`config.mk`:
```
export PLATFORM = sky130hd
export DESIGN_NAME = serial_add_ctrl
export DESIGN_NICKNAME = d
export VERILOG_FILES = /design/src/rtl/serial_add_pkg.sv /design/src/rtl/serial_add_ctrl.sv
export SDC_FILE = /design/constraint.sdc
export NUM_CORES = 1
export LEC_CHECK = 0
export ABC_AREA = 0
export BUFFER_PORTS_ARGS = -buffer_cell sky130_fd_sc_hd__buf_4
export CAP_MARGIN = 20
export CELL_PAD_IN_SITES_DETAIL_PLACEMENT = 1
export CELL_PAD_IN_SITES_GLOBAL_PLACEMENT = 1
export CORE_UTILIZATION = 43
export CTS_CLUSTER_DIAMETER = 40
export DETAILED_ROUTE_END_ITERATION = 6
export PLACE_DENSITY = 0.93
export REMOVE_ABC_BUFFERS = 1
export SYNTH_ARGS = -nofsm -noshare
export SYNTH_HDL_FRONTEND = slang
export SYNTH_SLANG_ARGS = --single-unit
```
`constraint.sdc`:
```
create_clock -name clk -period 3.2 [get_ports clk]
set_clock_uncertainty 0.1 [all_clocks]
set_input_delay 0.96 -clock clk [delete_from_list [all_inputs] [get_ports clk]]
set_output_delay 0.96 -clock clk [all_outputs]
set_load 0.05 [all_outputs]
```
`src/rtl/serial_add_pkg.sv`:
```
// serial_add_pkg: shared types and default constants for serial_add_ctrl.
//   state_t      - controller FSM state encoding
//   DEF_WIDTH    - default operand/result width
//   DEF_TIMEOUT  - default per-bit fa_done wait limit (watchdog build only)
package serial_add_pkg;

  localparam int unsigned DEF_WIDTH   = 8;
  localparam int unsigned DEF_TIMEOUT = 16;

  typedef enum logic [1:0] {
    S_IDLE,
    S_ISSUE,
    S_WAIT,
    S_FIN
  } state_t;

endpackage

```
`src/rtl/serial_add_ctrl.sv`:
```
// serial_add_ctrl: bit-serial adder controller. Walks the operands LSB first,
// handing one bit pair plus the running carry to an external full-adder
// responder per step and collecting its sum/carry on each fa_done rising edge.
//
// Ports:
//   clk, rst            - clock, synchronous active-high reset
//   start               - request pulse, op_a/op_b/cin_init sampled with it
//   op_a, op_b          - WIDTH-bit operands
//   cin_init            - initial carry-in
//   busy                - operation in progress (ISSUE/WAIT/FIN)
//   res_valid           - one-cycle pulse, result/carry_out valid
//   result, carry_out   - sum and final carry, held until the next res_valid
//   fa_a, fa_b, fa_cin  - bit operands to the responder
//   fa_sample           - one-cycle request strobe to the responder
//   fa_sum, fa_cout     - responder outputs, valid on the rising edge of fa_done
//   fa_done             - responder completion
//   err                 - watchdog timeout pulse (only with SERIAL_ADD_TIMEOUT_EN)
//
// Build option: define SERIAL_ADD_TIMEOUT_EN to add the per-bit done-timeout
// watchdog and the err port; without it WAIT waits indefinitely.
module serial_add_ctrl #(
  parameter int unsigned WIDTH   = serial_add_pkg::DEF_WIDTH,
  parameter int unsigned TIMEOUT = serial_add_pkg::DEF_TIMEOUT
) (
  input  logic             clk,
  input  logic             rst,
  input  logic             start,
  input  logic [WIDTH-1:0] op_a,
  input  logic [WIDTH-1:0] op_b,
  input  logic             cin_init,
  output logic             busy,
  output logic             res_valid,
  output logic [WIDTH-1:0] result,
  output logic             carry_out,
  output logic             fa_a,
  output logic             fa_b,
  output logic             fa_cin,
  output logic             fa_sample,
  input  logic             fa_sum,
  input  logic             fa_cout,
  input  logic             fa_done
`ifdef SERIAL_ADD_TIMEOUT_EN
  ,
  output logic             err
`endif
);

  import serial_add_pkg::*;

  localparam int unsigned IDX_W = $clog2(WIDTH);

  if (WIDTH < 2 || WIDTH > 32 || TIMEOUT < 2 || TIMEOUT > 255) begin : g_bad_params
    $error("serial_add_ctrl: WIDTH must be 2..32 and TIMEOUT 2..255");
  end

  state_t           state;
  state_t           state_n;
  logic [WIDTH-1:0] a_q;
  logic [WIDTH-1:0] b_q;
  logic [WIDTH-1:0] acc;
  logic [IDX_W-1:0] idx;
  logic [IDX_W-1:0] idx_nxt;
  logic             carry;
  logic             done_q;
  logic             done_rise;
  logic             last_bit;

  assign done_rise = fa_done & ~done_q;
  assign last_bit  = (idx == IDX_W'(WIDTH - 1));
  assign idx_nxt   = idx + IDX_W'(1);

`ifdef SERIAL_ADD_TIMEOUT_EN
  logic [7:0] wd_cnt;
  logic       timed_out;

  // Counter reads k in the k-th WAIT cycle (from 0), so hitting TIMEOUT-1
  // without an edge means the next count would reach TIMEOUT.
  assign timed_out = (state == S_WAIT) && !done_rise && (wd_cnt == 8'(TIMEOUT - 1));
`endif

  always_ff @(posedge clk) begin
    if (rst) begin
      state <= S_IDLE;
    end else begin
      state <= state_n;
    end
  end

  always_comb begin
    state_n   = state;
    busy      = (state != S_IDLE);
    res_valid = 1'b0;
    fa_sample = 1'b0;
    case (state)
      S_IDLE: begin
        if (start) state_n = S_ISSUE;
      end
      S_ISSUE: begin
        fa_sample = 1'b1;
        state_n   = S_WAIT;
      end
      S_WAIT: begin
        if (done_rise) begin
          state_n = last_bit ? S_FIN : S_ISSUE;
        end
`ifdef SERIAL_ADD_TIMEOUT_EN
        else if (timed_out) begin
          state_n = S_IDLE;
        end
`endif
      end
      S_FIN: begin
        res_valid = 1'b1;
        state_n   = S_IDLE;
      end
      default: state_n = S_IDLE;
    endcase
  end

  // Partial sums build up in acc; result/carry_out only update on the final
  // bit, so they stay stable between res_valid pulses and across aborts.
  always_ff @(posedge clk) begin
    if (rst) begin
      a_q       <= '0;
      b_q       <= '0;
      acc       <= '0;
      idx       <= '0;
      carry     <= 1'b0;
      done_q    <= 1'b0;
      result    <= '0;
      carry_out <= 1'b0;
      fa_a      <= 1'b0;
      fa_b      <= 1'b0;
      fa_cin    <= 1'b0;
`ifdef SERIAL_ADD_TIMEOUT_EN
      wd_cnt    <= '0;
      err       <= 1'b0;
`endif
    end else begin
      done_q <= fa_done;
`ifdef SERIAL_ADD_TIMEOUT_EN
      err    <= 1'b0;
`endif
      case (state)
        S_IDLE: begin
          if (start) begin
            a_q    <= op_a;
            b_q    <= op_b;
            carry  <= cin_init;
            acc    <= '0;
            idx    <= '0;
            fa_a   <= op_a[0];
            fa_b   <= op_b[0];
            fa_cin <= cin_init;
          end
        end
        S_ISSUE: begin
`ifdef SERIAL_ADD_TIMEOUT_EN
          wd_cnt <= '0;
`endif
        end
        S_WAIT: begin
          if (done_rise) begin
            acc[idx] <= fa_sum;
            carry    <= fa_cout;
            if (last_bit) begin
              result    <= {fa_sum, acc[WIDTH-2:0]};
              carry_out <= fa_cout;
            end else begin
              idx    <= idx_nxt;
              fa_a   <= a_q[idx_nxt];
              fa_b   <= b_q[idx_nxt];
              fa_cin <= fa_cout;
            end
          end
`ifdef SERIAL_ADD_TIMEOUT_EN
          else if (timed_out) begin
            err <= 1'b1;
          end else begin
            wd_cnt <= wd_cnt + 8'd1;
          end
`endif
        end
        default: ;
      endcase
    end
  end

endmodule

```
==> out/results.env <==
RUN_STATUS='completed'
PERIOD_MINUS_SLACK_PS=2462
DRTPASS1ITERATIONS=4
BUFFER_PORTS.INSERTED=37
CLKSLEWWORSTSETUPHOLDPATHS_PS=80
POST_DP_CELL_AREA_UM2=2128
INSERTEDDIODECOUNT=0
WORST_EP_REQUIRED_TIME_PS=3260
SYNTH_CELL_TYPE_COUNT=30
GRT_FIRST_PASS_WIRELENGTH_UM=6872
SETUP.WORST_PATH.START_CLASS='register'
CTS_HOLD_BUFFERS=0
SETUP-VIOLATIONS-FINAL=0
GRT_REMAINING_OVERFLOW=0
CTS.ROOT.BUFFER_CELL='clkbuf_8'
PLACEMENT_ROWS=23
CLK-INSERTION-DELAY-LATE_PS=290
WORST_R2R_STARTPOINT='idx[0]'
SYN-CELL-AREA_UM2=1837
CELLPOWERDENSITY_nW_PER_UM2=474.1
GRT_UTIL_ALL_LAYERS_PCT=20.56
RSZ_0062_RAISED_AFTER_GLOBAL_ROUTING='false'
CTS-RESIZED-GATES=0
TIMING.MAX_CAP.VIOLATIONS=0
CRITICAL_PATH.CELL_CHAIN='ha_1, ha_1, mux4_1, mux2_2, o211ai_1, a21oi_1'
DIE_WIDTH_UM=67.36
FINALWIRELENGTH_UM=4156
CLOCK_TREE_FROM_TRITONCTS='built'
FLOORPLAN.INITIALDENSITY_PCT=45.27
CTSHTREEMAXLEVEL=2
TIMING.REG2REG.SETUP_SLACK_PS=740
DRCVIOLATIONCOUNT=0
POWER_LEAKAGE_uW=0.0009890
SLEW_VIOLATIONS=0
CRIT_FANOUT=14
HOLD-WORST-SLACK_PS=359.7
SYN_TO_FINAL_GROWTH_PCT=21.39
AVGSYNTHCELLAREA_UM2=8.873
GP_CONGESTION=0.7627
SYNTH.FF_LATCH_COUNT=41
MAX_STAGE_DELAY_PS=580
POST_DRT_VIA_CELL_RATIO=5.321
GRT_START_MAX_NET_PINS=43
LAYOUT.NETS=265
ROUTE.DETAILED.WL_PER_INST_UM=14.33
WORSTREGTOREGCELLS=6
SYNTH-WARNING-COUNT=0
MAXSLEWHEADROOM_PCT=61.95
CHIPHEIGHT_UM=67.36
WORST_IR_DROP_VDD_V=0.0003100
WORST_SETUP_PATH_ENDPOINT='fa_a'
INITIALDRTVIOLATIONCOUNT=73
CPMAXSTAGEDELAYCELL='mux4_1'
CLOCK.FMAX_MHz=406.1
INITIAL_ANTENNA_VIOLATION_COUNT=0
SETUP_TOTAL_NEGATIVE_SLACK_PS=0
POST_ROUTE_CELLS_DRIVE_ABOVE_1_SHARE_PCT=21.25
CTS_SINKS=41
FIN_AREA_UM2=2230
ARRIVAL_PS=2520
DIE_AREA_UM2=4537
TOTAL_VIA_COUNT_IN_THE_ROUTED_DESIGN=1543
CRIT-REG2REG-CAPTURE='fa_a'
PLACEABLECOREAREA_UM2=4058
CPMOSTUSEDCELL='ha_1'
TOTALPOWERFINAL_uW=1057
CTS_SETUP_BUFFERS=0
CTS_BUFFERS=5
CRIT_PATH_END_KIND='register'
ANTENNA_VIOLATING_NETS_POST_ROUTE=0
SYN_INST=207
FINAL.PERIOD_UTILIZATION_PCT=76.95
CLOCKBUFFERDEPTH=2
WORST_HOLD_PATH_TYPE='reg2reg'
SYNTH_SEQ_AREA_SHARE_PCT=44.69
WORSTSETUPPATHTYPE='reg2reg'
CRIT_START='idx[0]'
FLOORPLAN.IO_PINS=38
WORST-SLEW-PIN-TRANSITION_PS=569.1
VIAS_IN_THE_FIRST_GLOBAL_ROUTE=1524
HPWLAFTERDP_UM=2942
NUMBER_OF_HOLD_SLACK_VIOLATIONS_IN_THE_FINAL_TIMING_REPORT=0
stage by stage:
step                util, %  cells  setup WS (ps)
CTS                   54.95    290          741.3
finish                54.95    290          737.6
global route          54.95    290          597.2
detailed placement    52.45    282          751.6
global placement      52.45    282          856.8
floorplan                 -    194          972.6
worst min-delay path by stage:
stage	from	slack, ps	cells past startpoint	end
floorplan	a_q[4]	330	2	a_q[4]
global placement	b_q[5]	340	2	b_q[5]
detailed placement	b_q[3]	350	2	b_q[3]
CTS	b_q[3]	360	2	b_q[3]
global route	a_q[0]	380	2	a_q[0]
finish	b_q[3]	360	2	b_q[3]
registers in the layout (all words and copies together), names as in the netlist:
name / flops
carry_out: 1
idx: 3
done_q: 1
fa_a: 1
result: 8
acc: 7
fa_b: 1
a_q: 8
fa_cin: 1
b_q: 8
state: 2
synth_stat cells, drive strengths merged:
master	n	area share (%)
o21ai	5	1.4
or3	1	0.34
inv	3	0.61
nor2b	6	2.0
o32ai	4	1.9
a311oi	1	0.48
mux2i	12	6.5
nand2b	11	3.7
buf	6	1.6
mux4	4	5.7
a21oi	24	6.7
o211ai	2	0.82
nand2	37	7.6
nor2	21	4.3
nand4b	1	0.48
nand4	2	0.68
nand3	1	0.27
mux2	2	1.2
a21o	1	0.41
dfxtp	41	45
clkbuf	7	1.4
nand4bb	1	0.61
o21a	4	1.6
and2	4	1.5
ha	3	2.0
nand3b	3	1.2
placed cells by master (no fill, tap or decap), types with 2 or more instances in the layout:
cell and count:
dfxtp_1 41, buf_4 38, nand2_1 37, a21oi_1 23, nor2_1 21, mux2i_1 12, nand2b_1 11, clkbuf_8 7
nor2b_1 6, o21ai_0 5, o32ai_1 4, mux4_1 4, o21a_1 4, inv_1 3, nand3b_1 3, ha_1 3
and2_1 2, and2_2 2, nand4_1 2, mux2_2 2, o211ai_1 2
power by group:
group,leakage [uW],switching (uW),internal [uW]
clock,0.0000542,171,195
combinational,0.000601,85.1,59.6
sequential,0.000334,15.9,530
area by class of cell:
type	count	area, um2
clock buffers	7	96.34
clock inverters	1	5.005
fillers	491	1828
inverters	3	11.26
multi-input cells	150	948.4
flip-flops and latches	41	820.8
well taps	50	62.56
repair buffers	38	285.3
routing by layer:
metal | up-vias | GRT usage [%] | routed length [um]
met4 | 0 | 7.447 | 27
met2 | 31 | 34.88 | 2007
met5 | - | 0 | 0
li1 | 775 | - | -
met1 | 735 | 25.03 | 1987
met3 | 2 | 5.068 | 133
worst max-delay path, delay by kind of cell (launching register included):
kind                     cells  cell delay (ps)
adder cells (fa/ha/maj)      2              680
multiplexers                 2              850
AO/OA/AOI/OAI                2              250
flip-flops                   1              450
logic make-up (layout without fill, tap and decap cells):
group                      after synthesis  count (layout)  synth area share (%)
DFF                                     41              41                 44.69
and+or+nand+nor                         88              88                 22.75
muxes                                   18              18                 13.49
adders and majority gates                3               3                 2.044
AOI/OAI and AO/OA                       41              41                 13.35
buffers and inverters                   16              49                 3.679
(Power assumes the default switching activity.)
